### src/rtl/alu_exec_pkg.sv
// -----------------------------------------------------------------------------
// alu_exec_pkg
// Shared types for the ALU execution unit: the opcode encoding, the bit
// positions of the {N,Z,C,V} flags in out_flags, the control FSM states and a
// helper that classifies shift opcodes.
// No ports (package).
// -----------------------------------------------------------------------------
package alu_exec_pkg;

   typedef enum logic [3:0] {
      OP_ADD = 4'd0,
      OP_SUB = 4'd1,
      OP_AND = 4'd2,
      OP_OR  = 4'd3,
      OP_NOT = 4'd4,
      OP_XOR = 4'd5,
      OP_LSL = 4'd6,
      OP_LSR = 4'd7,
      OP_ASL = 4'd8,
      OP_ASR = 4'd9
   } alu_op_e;

   localparam int FLAG_N = 3;
   localparam int FLAG_Z = 2;
   localparam int FLAG_C = 1;
   localparam int FLAG_V = 0;

   typedef enum logic [1:0] {
      ST_IDLE  = 2'd0,
      ST_SHIFT = 2'd1,
      ST_HOLD  = 2'd2
   } exec_state_e;

   function automatic logic is_shift_op(input logic [3:0] op);
      logic r;
      case (op)
         OP_LSL, OP_LSR, OP_ASL, OP_ASR: r = 1'b1;
         default:                        r = 1'b0;
      endcase
      return r;
   endfunction

endpackage

### src/rtl/alu_shift_unit.sv
// -----------------------------------------------------------------------------
// alu_shift_unit
// Shift datapath for alu_exec_unit.
//   SHIFT_ITER = 0 : combinational barrel shifter on a_i/amt_i (imm_* outputs).
//   SHIFT_ITER = 1 : one-bit-per-cycle shifter. load_i captures operand, amount
//                    and direction; every step_i cycle moves one bit and counts
//                    down. step_* shows the value after the current step and
//                    last_o marks the step that completes the shift. imm_*
//                    then only serves amount 0 (operand unchanged, C = 0).
// Ports: clk, rst (async, active high), load_i, step_i, op_i, a_i, amt_i,
//        imm_res_o, imm_cout_o, step_res_o, step_cout_o, last_o.
// -----------------------------------------------------------------------------
module alu_shift_unit
   import alu_exec_pkg::*;
#(
   parameter int WIDTH      = 8,
   parameter int SHIFT_ITER = 0,
   localparam int SW        = $clog2(WIDTH)
) (
   input  logic             clk,
   input  logic             rst,
   input  logic             load_i,
   input  logic             step_i,
   input  logic [3:0]       op_i,
   input  logic [WIDTH-1:0] a_i,
   input  logic [SW-1:0]    amt_i,
   output logic [WIDTH-1:0] imm_res_o,
   output logic             imm_cout_o,
   output logic [WIDTH-1:0] step_res_o,
   output logic             step_cout_o,
   output logic             last_o
);

   logic is_left_s;
   assign is_left_s = (op_i == OP_LSL) || (op_i == OP_ASL);

   if (SHIFT_ITER == 0) begin : g_barrel
      logic [WIDTH:0] ext_l_s;
      logic [WIDTH:0] ext_r_s;
      logic           unused_s;

      // Shift one bit wider than the operand: the extra bit is the last bit out
      always_comb begin
         ext_l_s = {1'b0, a_i} << amt_i;
         if (op_i == OP_ASR) begin
            ext_r_s = $unsigned($signed({a_i, 1'b0}) >>> amt_i);
         end else begin
            ext_r_s = {a_i, 1'b0} >> amt_i;
         end
         if (is_left_s) begin
            imm_res_o  = ext_l_s[WIDTH-1:0];
            imm_cout_o = ext_l_s[WIDTH];
         end else begin
            imm_res_o  = ext_r_s[WIDTH:1];
            imm_cout_o = ext_r_s[0];
         end
      end

      assign step_res_o  = '0;
      assign step_cout_o = 1'b0;
      assign last_o      = 1'b0;
      assign unused_s    = &{1'b0, clk, rst, load_i, step_i};
   end else begin : g_iter
      logic [WIDTH-1:0] val_q, val_d;
      logic [SW-1:0]    cnt_q, cnt_d;
      logic             left_q, left_d;
      logic             arith_q, arith_d;

      assign imm_res_o  = a_i;
      assign imm_cout_o = 1'b0;
      assign last_o     = (cnt_q == SW'(1));

      // Value after moving one more bit; ASR replicates the sign bit
      always_comb begin
         if (left_q) begin
            step_res_o  = {val_q[WIDTH-2:0], 1'b0};
            step_cout_o = val_q[WIDTH-1];
         end else begin
            step_res_o  = {arith_q & val_q[WIDTH-1], val_q[WIDTH-1:1]};
            step_cout_o = val_q[0];
         end
      end

      // Next state of the shift register and bit counter
      always_comb begin
         val_d   = val_q;
         cnt_d   = cnt_q;
         left_d  = left_q;
         arith_d = arith_q;
         if (load_i) begin
            val_d   = a_i;
            cnt_d   = amt_i;
            left_d  = is_left_s;
            arith_d = (op_i == OP_ASR);
         end else if (step_i) begin
            val_d = step_res_o;
            cnt_d = cnt_q - SW'(1);
         end else begin
            val_d = val_q;
            cnt_d = cnt_q;
         end
      end

      // Shift register and counter state
      always_ff @(posedge clk or posedge rst) begin
         if (rst) begin
            val_q   <= '0;
            cnt_q   <= '0;
            left_q  <= 1'b0;
            arith_q <= 1'b0;
         end else begin
            val_q   <= val_d;
            cnt_q   <= cnt_d;
            left_q  <= left_d;
            arith_q <= arith_d;
         end
      end
   end

endmodule

### src/rtl/alu_exec_unit.sv
// -----------------------------------------------------------------------------
// alu_exec_unit
// Registered ALU stage between operand fetch and writeback. Executes ADD, SUB,
// AND, OR, NOT, XOR, LSL, LSR, ASL, ASR on WIDTH-bit operands and holds the
// result with {N,Z,C,V} flags behind valid/ready handshakes. SHIFT_ITER = 1
// swaps the barrel shifter for a one-bit-per-cycle shifter.
// Optional build macro ALU_EXEC_OPCOUNT_EN adds op_count (result handshakes,
// wrapping) and err_count (illegal-opcode results, saturating).
// Ports:
//   clk, rst              clock, asynchronous active-high reset
//   in_valid/in_ready     operation handshake; in_op, in_a, in_b captured on it
//   out_valid/out_ready   result handshake; out_result, out_flags, out_err
//   busy                  iterative shift in progress
//   op_count, err_count   (only with ALU_EXEC_OPCOUNT_EN)
// -----------------------------------------------------------------------------
module alu_exec_unit
   import alu_exec_pkg::*;
#(
   parameter int WIDTH      = 8,
   parameter int SHIFT_ITER = 0
) (
   input  logic             clk,
   input  logic             rst,
   input  logic             in_valid,
   output logic             in_ready,
   input  logic [3:0]       in_op,
   input  logic [WIDTH-1:0] in_a,
   input  logic [WIDTH-1:0] in_b,
   output logic             out_valid,
   input  logic             out_ready,
   output logic [WIDTH-1:0] out_result,
   output logic [3:0]       out_flags,
   output logic             out_err,
   output logic             busy
`ifdef ALU_EXEC_OPCOUNT_EN
   ,
   output logic [15:0]      op_count,
   output logic [7:0]       err_count
`endif
);

   localparam int SW     = $clog2(WIDTH);
   localparam int MSB    = WIDTH - 1;
   localparam bit ITER_EN = (SHIFT_ITER != 32'sd0);

   function automatic logic [3:0] pack_flags(input logic [WIDTH-1:0] res,
                                             input logic c, input logic v);
      logic [3:0] f;
      f         = 4'b0000;
      f[FLAG_N] = res[MSB];
      f[FLAG_Z] = (res == '0);
      f[FLAG_C] = c;
      f[FLAG_V] = v;
      return f;
   endfunction

   exec_state_e      state_q, state_d;
   logic [WIDTH-1:0] res_q, res_d;
   logic [3:0]       flags_q, flags_d;
   logic             err_q, err_d;
   logic [3:0]       op_q, op_d;
   logic             amsb_q, amsb_d;

   logic [WIDTH:0]   sum_s, diff_s;
   logic [WIDTH-1:0] alu_res_s;
   logic             alu_c_s, alu_v_s, alu_err_s;
   logic             accept_s, go_iter_s;
   logic [WIDTH-1:0] imm_res_s, step_res_s;
   logic             imm_cout_s, step_cout_s, sh_last_s;
   logic             step_v_s;

   assign in_ready  = !rst && ((state_q == ST_IDLE) ||
                               ((state_q == ST_HOLD) && out_ready));
   assign accept_s  = in_valid && in_ready;
   assign go_iter_s = ITER_EN && is_shift_op(in_op) && (in_b[SW-1:0] != '0);

   assign out_valid  = (state_q == ST_HOLD);
   assign busy       = (state_q == ST_SHIFT);
   assign out_result = res_q;
   assign out_flags  = flags_q;
   assign out_err    = err_q;

   alu_shift_unit #(
      .WIDTH      (WIDTH),
      .SHIFT_ITER (SHIFT_ITER)
   ) u_shift (
      .clk         (clk),
      .rst         (rst),
      .load_i      (accept_s && go_iter_s),
      .step_i      (state_q == ST_SHIFT),
      .op_i        (in_op),
      .a_i         (in_a),
      .amt_i       (in_b[SW-1:0]),
      .imm_res_o   (imm_res_s),
      .imm_cout_o  (imm_cout_s),
      .step_res_o  (step_res_s),
      .step_cout_o (step_cout_s),
      .last_o      (sh_last_s)
   );

   // Single-cycle result for every opcode offered on the input
   always_comb begin
      sum_s     = {1'b0, in_a} + {1'b0, in_b};
      diff_s    = {1'b0, in_a} - {1'b0, in_b};
      alu_res_s = '0;
      alu_c_s   = 1'b0;
      alu_v_s   = 1'b0;
      alu_err_s = 1'b0;
      case (in_op)
         OP_ADD: begin
            alu_res_s = sum_s[MSB:0];
            alu_c_s   = sum_s[WIDTH];
            alu_v_s   = (in_a[MSB] == in_b[MSB]) && (sum_s[MSB] != in_a[MSB]);
         end
         OP_SUB: begin
            alu_res_s = diff_s[MSB:0];
            alu_c_s   = !diff_s[WIDTH];   // no borrow means A >= B
            alu_v_s   = (in_a[MSB] != in_b[MSB]) && (diff_s[MSB] != in_a[MSB]);
         end
         OP_AND: alu_res_s = in_a & in_b;
         OP_OR:  alu_res_s = in_a | in_b;
         OP_NOT: alu_res_s = ~in_a;
         OP_XOR: alu_res_s = in_a ^ in_b;
         OP_LSL, OP_LSR, OP_ASR: begin
            alu_res_s = imm_res_s;
            alu_c_s   = imm_cout_s;
         end
         OP_ASL: begin
            alu_res_s = imm_res_s;
            alu_c_s   = imm_cout_s;
            alu_v_s   = imm_res_s[MSB] ^ in_a[MSB];
         end
         default: alu_err_s = 1'b1;
      endcase
   end

   // ASL overflow for the iterative path compares against the captured A sign
   always_comb begin
      if (op_q == OP_ASL) begin
         step_v_s = step_res_s[MSB] ^ amsb_q;
      end else begin
         step_v_s = 1'b0;
      end
   end

   // Control FSM next state and result register loads
   always_comb begin
      state_d = state_q;
      res_d   = res_q;
      flags_d = flags_q;
      err_d   = err_q;
      op_d    = op_q;
      amsb_d  = amsb_q;
      case (state_q)
         ST_IDLE, ST_HOLD: begin
            if (accept_s) begin
               op_d   = in_op;
               amsb_d = in_a[MSB];
               if (go_iter_s) begin
                  state_d = ST_SHIFT;
               end else begin
                  state_d = ST_HOLD;
                  res_d   = alu_res_s;
                  flags_d = pack_flags(alu_res_s, alu_c_s, alu_v_s);
                  err_d   = alu_err_s;
               end
            end else if ((state_q == ST_HOLD) && out_ready) begin
               state_d = ST_IDLE;
            end else begin
               state_d = state_q;
            end
         end
         ST_SHIFT: begin
            if (sh_last_s) begin
               state_d = ST_HOLD;
               res_d   = step_res_s;
               flags_d = pack_flags(step_res_s, step_cout_s, step_v_s);
               err_d   = 1'b0;
            end else begin
               state_d = ST_SHIFT;
            end
         end
         default: state_d = ST_IDLE;
      endcase
   end

   // Control FSM and output registers
   always_ff @(posedge clk or posedge rst) begin
      if (rst) begin
         state_q <= ST_IDLE;
         res_q   <= '0;
         flags_q <= 4'b0000;
         err_q   <= 1'b0;
         op_q    <= 4'd0;
         amsb_q  <= 1'b0;
      end else begin
         state_q <= state_d;
         res_q   <= res_d;
         flags_q <= flags_d;
         err_q   <= err_d;
         op_q    <= op_d;
         amsb_q  <= amsb_d;
      end
   end

`ifdef ALU_EXEC_OPCOUNT_EN
   logic [15:0] op_cnt_q;
   logic [7:0]  err_cnt_q;

   // Result handshake counters: total wraps, error count saturates
   always_ff @(posedge clk or posedge rst) begin
      if (rst) begin
         op_cnt_q  <= 16'd0;
         err_cnt_q <= 8'd0;
      end else if (out_valid && out_ready) begin
         op_cnt_q <= op_cnt_q + 16'd1;
         if (err_q && (err_cnt_q != 8'hFF)) begin
            err_cnt_q <= err_cnt_q + 8'd1;
         end
      end
   end

   assign op_count  = op_cnt_q;
   assign err_count = err_cnt_q;
`endif

endmodule

### config.mk
export PLATFORM = sky130hd
export DESIGN_NAME = alu_exec_unit
export DESIGN_NICKNAME = d
export VERILOG_FILES = /design/src/rtl/alu_exec_pkg.sv /design/src/rtl/alu_shift_unit.sv /design/src/rtl/alu_exec_unit.sv
export SDC_FILE = /design/constraint.sdc
export NUM_CORES = 1
export LEC_CHECK = 0
export CORE_MARGIN = 10
export CORE_UTILIZATION = 56
export DETAILED_ROUTE_END_ITERATION = 7
export GPL_ROUTABILITY_DRIVEN = 0
export MAX_ROUTING_LAYER = met4
export PLACE_DENSITY_LB_ADDON = 0.08
export SLEW_MARGIN = 20
export SYNTH_ARGS = -nofsm -noshare
export SYNTH_HDL_FRONTEND = slang
export SYNTH_SLANG_ARGS = --single-unit
### constraint.sdc
create_clock -name clk -period 2 [get_ports clk]
set_clock_uncertainty 0.05 [all_clocks]
set_input_delay 0.6 -clock clk [delete_from_list [all_inputs] [get_ports clk]]
set_output_delay 0.6 -clock clk [all_outputs]
set_load 0.03 [all_outputs]
==> results.yml, run 1 <==
yosys:
  yosysTopAreaCell: "dfrtp_1"
  yosysTopAreaCellShare: 0.1343
  ys_seq_area_frac: 0.1343
  synth_warnings: 0
  synth-seq-cells: 14
  ys_types: 74
  syn_area_um2: 2609
  synth_area_leaders: "dfrtp_1, ha_1, mux4_2, nor2_1, a211oi_1"
  syn_inst: 324
  synth_area_per_cell_um2: 8.052
  synth_flop_cell: "dfrtp_1"
  synth_edf_count: 0
  syn-num-nets: 375
  synth_async_sr_flop_share: 1.000
status:
  outcome: "aborted with a tool error"
  lastStage: "clock tree synthesis (4_1_cts)"
  tool.error: "[ERROR DPL-0038] Utilization greater than 100%, impossible to legalize"
placed_design:
  dp_hpwl_um: 8647
  dp.cells: 510
  port_buffers: 39
clocking:
  cts_htree_levels: 1
  clk_path_buf_depth: 2
  cts_buffers: 3
  cts-root-buf: "clkbuf_8"
  hold_buffers: 0
  postCtsSetupBuffers: 18
  clock_sinks: 14
  cts_resized: 180
die:
  ioPinCount: 40
  rows: 24
  start_util: 0.5870
  chipWidth_um: 88.26
  die_h_um: 88.26
-- cell families after synthesis --
group                    count (synthesis)  share of synthesized area
multiplexers                            21                     0.1257
AO/OA/AOI/OAI                          100                     0.2801
flip-flops                              14                     0.1343
adder cells (fa/ha/maj)                 27                     0.1353
XOR/XNOR                                 7                    0.02350
buffers and inverters                   51                    0.08585
AND/OR/NAND/NOR                        104                     0.2153
-- per-stage QoR --
step / util / instance area [um^2] / setup slack (ns) / hold slack, ns / setup TNS (ns)
3_5_place_dp: 0.9124 / 4055 / -1.419 / 0.4407 / -13.53
3_3_place_gp: 0.9124 / 4055 / -1.286 / 0.4090 / -12.32
2_1_floorplan: - / 2905 / -0.4408 / 0.4392 / -2.360
-- cell usage after synthesis, types with 5 or more instances --
cell,n
buf_2,13
o22ai_1,5
nor2b_1,6
a221oi_1,5
xnor2_1,7
nand3_1,5
a21oi_1,13
o21ai_0,15
nor2_1,30
mux2i_1,8
dfrtp_1,14
a31oi_1,5
a211oi_1,12
clkbuf_1,7
nor3_1,8
mux4_2,6
nand2_1,16
ha_1,25
nand2b_1,7
inv_1,24
==> run 2, diff against run 1 <==
--- a/config.mk
+++ b/config.mk
@@ -6,11 +6,10 @@
 export NUM_CORES = 1
 export LEC_CHECK = 0
 export CORE_MARGIN = 10
-export CORE_UTILIZATION = 56
+export CORE_UTILIZATION = 40
 export DETAILED_ROUTE_END_ITERATION = 7
 export GPL_ROUTABILITY_DRIVEN = 0
-export MAX_ROUTING_LAYER = met4
-export PLACE_DENSITY_LB_ADDON = 0.08
+export PLACE_DENSITY_LB_ADDON = 0.15
 export SLEW_MARGIN = 20
 export SYNTH_ARGS = -nofsm -noshare
 export SYNTH_HDL_FRONTEND = slang
==> results.yml, run 2 <==
clocking:
  cts_htree_levels: 1
  clk_path_buf_depth: 2
  cts_buffers: 3
  cts_tree: "yes"
  clkLatencyLatePin_ns: 0.24
  cts-root-buf: "clkbuf_8"
  clock_sinks: 14
  clk_pin_slew_ns: 0.06
  hold_buffers: 0
routing:
  met2_wirelength_um: 5603
  vias_per_cell: 5.916
  m1WireLength_um: 4350
  drc: 0
  vias: 3390
  top_layer_used: "met4"
  wl_met3_um: 688
  routed_wl_um: 11190
  route.detailed.wl_per_inst_um: 19.53
  drt-pass1-iter-count: 4
  ant_nets: 0
  dr.first_iter.drc_count: 394
die:
  die-area_um2: 10150
  ioPinCount: 40
  coreArea_um2: 6350
  rows: 29
  start_util: 0.4108
  die_h_um: 100.8
  chipWidth_um: 100.8
power_and_ir_drop:
  p_leak_nw: 2.172
  power_w: 0.001980
  pwr_density_cell_nw_per_um2: 406.7
  ir_worst_vdd_mv: 0.4869
status:
  violations: "negative setup slack"
  outcome: "finished, violations left"
global_routing:
  grt_pass1_wl_um: 16690
  grt_max_degree: 19
  overflow: 0
  antenna_found_initial: 0
  grt_pass1_vias: 3403
  grt_usage: 0.1986
timing:
  whs_ns: 0.3658
  fin_crit_ns: 2.782
  rsz0062_at_grt: "yes"
  worst_slack_ns: -0.7816
  fmax_mhz: 359.5
  finalHoldViolations: 0
  relSlewSlack: 0.5602
  tightestPinTransition_ns: 0.6430
  finalSetupViolCount: 11
  finalCritPeriodShare: 1.391
  final_max_slew_viol_count: 0
critical_path:
  critPathKind: "in -> reg"
  required_ns: 2.10
  arrival_ns: 2.88
  crit_chain: "buf_8 -> ha_4 -> fa_2 -> buf_6 -> o21ba_4 -> o2111ai_2 -> nand4_1 -> nor4_2 -> nor3b_2 -> nand4b_1 -> o31ai_2"
  end_kind: "register"
  worstSetupStartpointType: "input pin"
  cp_max_fo: 3
  cp_slowest_cell: "nor4_2"
  slowest_delay_ns: 0.40
layout:
  final_nets: 548
  drive_gt1_frac: 0.5565
  final_cells: 573
  area_growth_pct: 86.57
  largest_reg_flops: 8
  diodes: 0
  mostFrequentLayoutCells: "buf_4, nor2_1, buf_6, clkdlybuf4s50_1"
  final_common_cell: "buf_4"
worst_hold_path:
  worstHoldPathType: "in -> async"
yosys:
  synth-seq-cells: 14
  syn_area_um2: 2609
  yosysTopAreaCell: "dfrtp_1"
  syn-num-nets: 375
  synth_edf_count: 0
  post-synth-top-count-cell: "nor2_1"
  synth_area_per_cell_um2: 8.052
  synth_area_leaders: "dfrtp_1, ha_1, mux4_2, nor2_1, a211oi_1"
  yosysTopAreaCellShare: 0.1343
  syn_inst: 324
  synth_async_sr_flop_share: 1.000
  synth_flop_cell: "dfrtp_1"
  synth_commonest_cells: "nor2_1, ha_1, inv_1"
  synth_warnings: 0
  ys_seq_area_frac: 0.1343
  ys_types: 74
run:
  maxCapViolCount: 0
placed_design:
  dp_hpwl_um: 7826
  dp.cells: 531
  port_buffers: 39
==> run 2: cell counts after synthesis <==
No cell type changed its count.
==> run 2: per-layer routing <==
layer  up-vias  track usage
met3        51      0.03155
met5         -            0
met4         0      0.08913
li1       1567            -
met2       157       0.3518
met1      1615       0.2272
==> run 2: per-stage QoR <==
stage | TNS, ns | util | worst slack, ns | cell area, um^2
2_1_floorplan | -2.360 | - | -0.4408 | 2905
3_3_place_gp | -12.70 | 0.6388 | -1.335 | 4056
3_5_place_dp | -13.20 | 0.6388 | -1.404 | 4056
4_1_cts | -5.446 | 0.7265 | -0.7418 | 4613
5_1_grt | -5.708 | 0.7665 | -0.8510 | 4867
6_report | -4.873 | 0.7665 | -0.7816 | 4867
==> run 2: worst paths after layout <==
path / startpoint / to / slack [ns] / cells past startpoint
setup / recovery: in_b[0] / out_flags[2] / -0.78 / 11
hold / removal: rst / out_result[2] / 0.37 / 2
setup reg to reg: state_q[1] / out_flags[2] / 0.17 / 7
hold reg to reg: out_result[2] / out_result[2] / 0.44 / 2
max in group asynchronous: rst / out_result[7] / 1.18 / 2
min in group clk: out_result[2] / out_result[2] / 0.44 / 2
==> run 2: cell families after synthesis <==
family,after synthesis,synth area share
AND/OR/NAND/NOR,104,0.2153
AO/OA/AOI/OAI,100,0.2801
buffers and inverters,51,0.08585
adder cells (fa/ha/maj),27,0.1353
multiplexers,21,0.1257
flip-flops,14,0.1343
XOR/XNOR,7,0.02350
==> run 2: power breakdown <==
| group | internal [W] | leakage (nW) | switching, W |
|---|---|---|---|
| sequential | 0.000323 | 0.180 | 0.0000232 |
| combinational | 0.000689 | 1.96 | 0.000670 |
| clock | 0.000174 | 0.0288 | 0.000101 |
==> run 2: worst max-delay path, delay by kind of cell <==
kind                       cells  cell delay (ns)
AOI/OAI and AO/OA              3             0.57
and+or+nand+nor                4             0.94
buffers and inverters          2             0.24
adders and majority gates      2             0.53
==> run 2: layout make-up <==
type	count	area [um^2]
multi-input cells	259	2590
repair buffers	193	1642
fillers	422	1483
flip-flops and latches	14	350.3
inverters	26	133.9
well taps	77	96.34
clock buffers	4	55.05
==> run 2: repair_timing <==
| action | 4_1_cts | 5_1_grt |
|---|---|---|
| endpoints found under the setup margin | 14 | 12 |
| pin swaps | 44 | 48 |
| gates cloned | 1 | 0 |
| setup buffers | 27 | 19 |
| resized for setup | 125 | 68 |
Note: power is estimated with default switching activity, not from simulation.
